$ cat src/rtl/fetch_decode_stage_pkg.sv
// Shared definitions for the fetch/decode stage: FSM states, instruction field positions, special words.
// Latency: n/a (types and constants only).
// Backpressure: n/a.
package fetch_decode_stage_pkg;

  typedef enum logic [1:0] {
    ST_BOOT = 2'd0,
    ST_RUN  = 2'd1,
    ST_HALT = 2'd2
  } fsm_state_e;

  // Instruction field bit positions
  localparam int OPC_HI   = 31;
  localparam int OPC_LO   = 26;
  localparam int RS_HI    = 25;
  localparam int RS_LO    = 21;
  localparam int RT_HI    = 20;
  localparam int RT_LO    = 16;
  localparam int RD_HI    = 15;
  localparam int RD_LO    = 11;
  localparam int FUNCT_HI = 5;
  localparam int FUNCT_LO = 0;
  localparam int IMM_HI   = 15;
  localparam int IMM_LO   = 0;
  localparam int JADDR_HI = 25;
  localparam int JADDR_LO = 0;

  localparam logic [31:0] NOP_WORD          = 32'd0;
  localparam logic [31:0] HALT_WORD_DEFAULT = 32'hFFFF_FFFF;

endpackage

$ cat src/rtl/fetch_decode_stage_if_id_reg.sv
// IF/ID pipeline register: enable-gated capture, synchronous flush to zero, async active-low reset.
// Latency: 1 cycle from d_i to q_o when en_i=1.
// Backpressure: en_i=0 holds contents; flush_i wins over en_i and loads all-zero (bubble).
module fetch_decode_stage_if_id_reg #(
  parameter int W = 65
) (
  input  logic         clk_i,
  input  logic         rst_n_i,
  input  logic         en_i,
  input  logic         flush_i,
  input  logic [W-1:0] d_i,
  output logic [W-1:0] q_o
);

  logic [W-1:0] q_q;

  // Pipeline register: flush beats capture, otherwise hold
  always_ff @(posedge clk_i or negedge rst_n_i) begin
    if (!rst_n_i) begin
      q_q <= '0;
    end else if (flush_i) begin
      q_q <= '0;
    end else if (en_i) begin
      q_q <= d_i;
    end
  end

  assign q_o = q_q;

endmodule

$ cat src/rtl/fetch_decode_stage.sv
// IF + IF/ID stage: PC register, fetch FSM (BOOT/RUN/HALT), IF/ID capture and field split.
// Latency: fetched word appears on instr_id/fields 1 cycle after its PC is on imem_addr.
// Backpressure: load_stall=0 holds PC and IF/ID; redirect flushes one bubble. FETCH_PERF_CNT_EN adds stall/flush counters.
module fetch_decode_stage
  import fetch_decode_stage_pkg::*;
#(
  parameter logic [31:0] RESET_PC  = 32'd0,
  parameter logic [31:0] PC_INC    = 32'd1,
  parameter logic [31:0] HALT_WORD = HALT_WORD_DEFAULT
`ifdef FETCH_PERF_CNT_EN
  , parameter int CNT_W = 16
`endif
) (
  input  logic        clk,
  input  logic        reset,
  input  logic        load_stall,
  input  logic        redirect,
  input  logic [31:0] redirect_pc,
  input  logic [31:0] imem_data,
  output logic [31:0] imem_addr,
  output logic [31:0] instr_id,
  output logic [31:0] pc_id,
  output logic        valid_id,
  output logic [5:0]  opcode,
  output logic [4:0]  rs,
  output logic [4:0]  rt,
  output logic [4:0]  rd,
  output logic [5:0]  funct,
  output logic [15:0] imm,
  output logic [25:0] jaddr,
  output logic        halted
`ifdef FETCH_PERF_CNT_EN
  , output logic [CNT_W-1:0] stall_cnt,
  output logic [CNT_W-1:0] flush_cnt
`endif
);

  fsm_state_e  state_q, state_d;
  logic [31:0] pc_q, pc_d;
  logic        ifid_en, ifid_flush;
  logic [64:0] ifid_d, ifid_q;
  logic [31:0] instr_q, pcid_q;
  logic        valid_q;
  logic [31:0] fld_word;

  // IF/ID payload is {instr, pc, valid}; a flush zeroes all three (NOP bubble)
  assign ifid_d = {imem_data, pc_q, 1'b1};
  assign {instr_q, pcid_q, valid_q} = ifid_q;

  // FSM state register
  always_ff @(posedge clk or negedge reset) begin
    if (!reset) state_q <= ST_BOOT;
    else        state_q <= state_d;
  end

  // PC register (register32 style with async active-low reset)
  always_ff @(posedge clk or negedge reset) begin
    if (!reset) pc_q <= RESET_PC;
    else        pc_q <= pc_d;
  end

  // Next state, next PC and IF/ID control; redirect > halt detect > advance > hold
  always_comb begin
    state_d    = state_q;
    pc_d       = pc_q;
    ifid_en    = 1'b0;
    ifid_flush = 1'b0;
    case (state_q)
      ST_BOOT: state_d = ST_RUN;
      ST_RUN: begin
        if (redirect) begin
          pc_d       = redirect_pc;
          ifid_flush = 1'b1;
        end else if (valid_q && (instr_q == HALT_WORD) && load_stall) begin
          state_d = ST_HALT;
        end else if (load_stall) begin
          ifid_en = 1'b1;
          pc_d    = pc_q + PC_INC;
        end
      end
      ST_HALT: state_d = ST_HALT;
      default: state_d = ST_BOOT;
    endcase
  end

  fetch_decode_stage_if_id_reg #(.W(65)) u_if_id_reg (
    .clk_i   (clk),
    .rst_n_i (reset),
    .en_i    (ifid_en),
    .flush_i (ifid_flush),
    .d_i     (ifid_d),
    .q_o     (ifid_q)
  );

  assign imem_addr = pc_q;
  assign instr_id  = instr_q;
  assign pc_id     = pcid_q;
  assign halted    = (state_q == ST_HALT);
  // The halt word stays in IF/ID while halted but must never look valid downstream
  assign valid_id  = valid_q && (state_q != ST_HALT);

  // Fields read as zero for bubbles so control never decodes stale bits
  assign fld_word = valid_id ? instr_q : NOP_WORD;
  assign opcode   = fld_word[OPC_HI:OPC_LO];
  assign rs       = fld_word[RS_HI:RS_LO];
  assign rt       = fld_word[RT_HI:RT_LO];
  assign rd       = fld_word[RD_HI:RD_LO];
  assign funct    = fld_word[FUNCT_HI:FUNCT_LO];
  assign imm      = fld_word[IMM_HI:IMM_LO];
  assign jaddr    = fld_word[JADDR_HI:JADDR_LO];

`ifdef FETCH_PERF_CNT_EN
  logic [CNT_W-1:0] stall_cnt_q, flush_cnt_q;
  logic             in_run;

  assign in_run = (state_q == ST_RUN);

  // Saturating counters of RUN-state stall and redirect cycles
  always_ff @(posedge clk or negedge reset) begin
    if (!reset) begin
      stall_cnt_q <= '0;
      flush_cnt_q <= '0;
    end else begin
      if (in_run && !redirect && !load_stall && (stall_cnt_q != {CNT_W{1'b1}}))
        stall_cnt_q <= stall_cnt_q + 1'b1;
      if (in_run && redirect && (flush_cnt_q != {CNT_W{1'b1}}))
        flush_cnt_q <= flush_cnt_q + 1'b1;
    end
  end

  assign stall_cnt = stall_cnt_q;
  assign flush_cnt = flush_cnt_q;
`endif

endmodule

$ cat config.mk
export PLATFORM = sky130hd
export DESIGN_NAME = fetch_decode_stage
export DESIGN_NICKNAME = d
export VERILOG_FILES = /design/src/rtl/fetch_decode_stage_pkg.sv /design/src/rtl/fetch_decode_stage_if_id_reg.sv /design/src/rtl/fetch_decode_stage.sv
export SDC_FILE = /design/constraint.sdc
export NUM_CORES = 1
export LEC_CHECK = 0
export CORE_MARGIN = 2
export CORE_UTILIZATION = 44
export DETAILED_ROUTE_END_ITERATION = 12
export GPL_TIMING_DRIVEN = 0
export PLACE_DENSITY = 0.93
export SLEW_MARGIN = 20
export SYNTH_ARGS = -nofsm -noshare
export SYNTH_HDL_FRONTEND = slang
export SYNTH_SLANG_ARGS = --single-unit
$ cat constraint.sdc
create_clock -name clk -period 2.6 [get_ports clk]
set_input_delay 0.78 -clock clk [delete_from_list [all_inputs] [get_ports clk]]
set_output_delay 0.78 -clock clk [all_outputs]
set_load 0.03 [all_outputs]
==> results.yml <==
status:
  status: "finished, final reports clean"
logic_synthesis:
  synth-simple-area-share_pct: 15.6
  ys_types: 43
  synth-xor-area-share_pct: 0
  syn_area_per_cell_um2: 9.57
  yosys.area_share.adder_pct: 0.879
  synthArstFlopShare_pct: 100
  yosys.area.top_type: "dfrtp_1"
  synthTopCellsByArea: "dfrtp_1 (43%), buf_4 (14%), a22o_1 (10%), and2_1 (4.0%), o21ai_0 (3.2%)"
  synth-compound-area-share_pct: 22.1
  syn_inst: 595
  yosys_warnings: 0
  synthFlopType: "dfrtp_1"
  ys_ff_latch: 99
  synth.area.mux_share_pct: 0.923
  synth_edf_count: 0
  ys_seq_area_share_pct: 43.5
  yosysTopAreaCellShare_pct: 43.5
  synth_most_common_cell: "buf_4"
  synth_top_family_by_area: "compound AO/OA/AOI/OAI gates"
  synthTopCellsByCount: "buf_4 (105), dfrtp_1 (99), a22o_1 (67), and2_1 (36), o21ai_0 (36)"
  syn-num-nets: 667
  syn_area_mm2: 0.00570
sta:
  tns_ns: 0
  period_needed_ns: 2.58
  max-slew-margin-rel_pct: 54.2
  clock.fmax_ghz: 0.388
  min_period_over_period_pct: 99.1
  final-max-slew-violation-count: 0
  tightest_slew_ns: 0.681
  final.setup.worst_slack_ns: 0.0243
  hold_ws_ns: 0.343
  finalHoldViolCount: 0
  setup_viol: 0
  final.setup_skew_ns: 0.00683
global_route:
  grt_overflow: 0
  grt_pass1_vias: 5582
  grtUsageTotal_pct: 28.3
  grt_pass1_wl_um: 31100
  grt_max_degree: 59
  antenna_found_initial: 0
route:
  wirelength_um: 19700
  vias: 5718
  drtIter0Drc: 677
  routed_via_density: 5.56
  wire_per_inst_um: 19.1
  drc: 0
  ant_nets: 0
  drt-pass1-iter-count: 5
worst_setup_path:
  startpoint_type: "register"
  required_ns: 1.82
  path_class: "reg -> out"
  cp_data_arrival_time_ns: 1.80
  crit_path_max_fanout: 7
  crit_path_end_kind: "output port"
clocking:
  cts_hold_buf: 0
  cts-buffers-inserted: 9
  cts_max_path_buffers: 2
  clk_pin_slew_ns: 0.06
  htree_levels: 3
  cts.sinks: 99
  cts_tree: "done"
  cts-root-buf: "clkbuf_16"
  clk_latency_ns: 0.35
run:
  drv_cap: 0
finish:
  n_antenna_cell: 0
  areaGrowthSynthToFinish_pct: 50.8
  layout-drive-gt1-share_pct: 28.3
  fin_util_pct: 68.1
  fillCellCount: 988
  layout.nets: 924
floorplanning:
  die_h_um: 118
  die_area_mm2: 0.0139
  start_util_pct: 45.1
  rows: 41
  core_mm2: 0.0126
  num_io_pins: 235
  die_w_um: 118
place:
  port-buffer-count: 234
  place_congestion: 0.951
  dp_slack_ns: -0.665
  place.detailed.hpwl_um: 14400
pwr:
  vdd_drop_max_v: 0.000472
  power_density_mw_per_mm2: 536
  p_leak_nw: 3.91
hold_path:
  hold_path_class: "in -> async"
==> metrics by stage <==
stage | std cells | total power [mW] | area [um^2]
floorplan | 595 | 2.57 | 5700
global placement | 1001 | 3.15 | 8260
detailed placement | 1002 | 3.18 | 8290
CTS | 1025 | 4.61 | 8530
global route | 1028 | 4.79 | 8590
finish | 1028 | 4.60 | 8590
==> state kept, by name, indices dropped and copies added (netlist names) <==
name / flops
u_if_id_reg.q_o: 65
state_q: 2
imem_addr: 32
==> report_power, final <==
part	internal [mW]	switching, mW	total [mW]
logic	0.613	0.714	1.33
registers	1.67	0.179	1.85
clock network	0.866	0.561	1.43
total	3.15	1.45	4.60
==> area by class of cell <==
| cell class | instances | area, um^2 | area share [%] |
|---|---|---|---|
| buffer | 144 | 988 | 11.5 |
| tap | 172 | 215 | 2.51 |
| multi-input combinational | 344 | 2310 | 27.0 |
| sequential | 99 | 2480 | 28.8 |
| clock buffer | 13 | 250 | 2.91 |
| inverter | 7 | 26.3 | 0.306 |
| timing repair buffer | 247 | 2260 | 26.3 |
| clock inverter | 2 | 60.1 | 0.699 |
==> critical path: stages (launching register included) <==
cell,delay [ns]
dfrtp_1,0.41
ha_4,0.18
nor2b_4,0.15
buf_12,0.14
clkbuf_8,0.14
and2_4,0.17
buf_4,0.10
buf_4,0.15
==> layer usage <==
| layer | track usage [%] | routed length, um | vias up |
|---|---|---|---|
| li1 | - | - | 2592 |
| met1 | 36.8 | 8010 | 2754 |
| met2 | 45.6 | 9460 | 325 |
| met3 | 6.44 | 1580 | 47 |
| met4 | 11.7 | 643 | 0 |
| met5 | 0 | 0 | - |
==> logic make-up after synthesis <==
| family | after synthesis |
|---|---|
| AOI/OAI and AO/OA | 173 |
| and+or+nand+nor | 162 |
| buffers and inverters | 152 |
| DFF | 99 |
| muxes | 5 |
| adders and majority gates | 4 |
==> placed cells by master, fill, tap and decap left out, types with 20 or more instances in the layout <==
cell type          n
a21oi_1           25
a22o_1            67
and2_1            21
buf_2             32
buf_4            144
clkbuf_1          24
clkdlybuf4s50_1  163
dfrtp_1           99
nand2_1           25
nand4_1           25
nor2_1            20
o21ai_0           36
==> what timing repair did <==
item | 4_1_cts | 5_1_grt
buffers inserted | 6 | 4
gates cloned | 2 | 0
endpoints found under the setup margin | 121 | 125
pin swaps | 1 | 2
resized for setup | 346 | 32
==> final timing paths <==
kind	slack, ns	from	end	cells after the start
hold / removal	0.34	reset	imem_addr[13]	1
min in group clk	0.51	u_if_id_reg.q_o[14]	u_if_id_reg.q_o[14]	1
setup / recovery	0.02	state_q[1]	jaddr[2]	7
setup reg to reg	0.20	imem_addr[3]	imem_addr[27]	8
hold reg to reg	0.51	u_if_id_reg.q_o[14]	u_if_id_reg.q_o[14]	1
max in group asynchronous	1.64	reset	u_if_id_reg.q_o[61]	2
No activity file was read; power rests on OpenSTA's default activity.
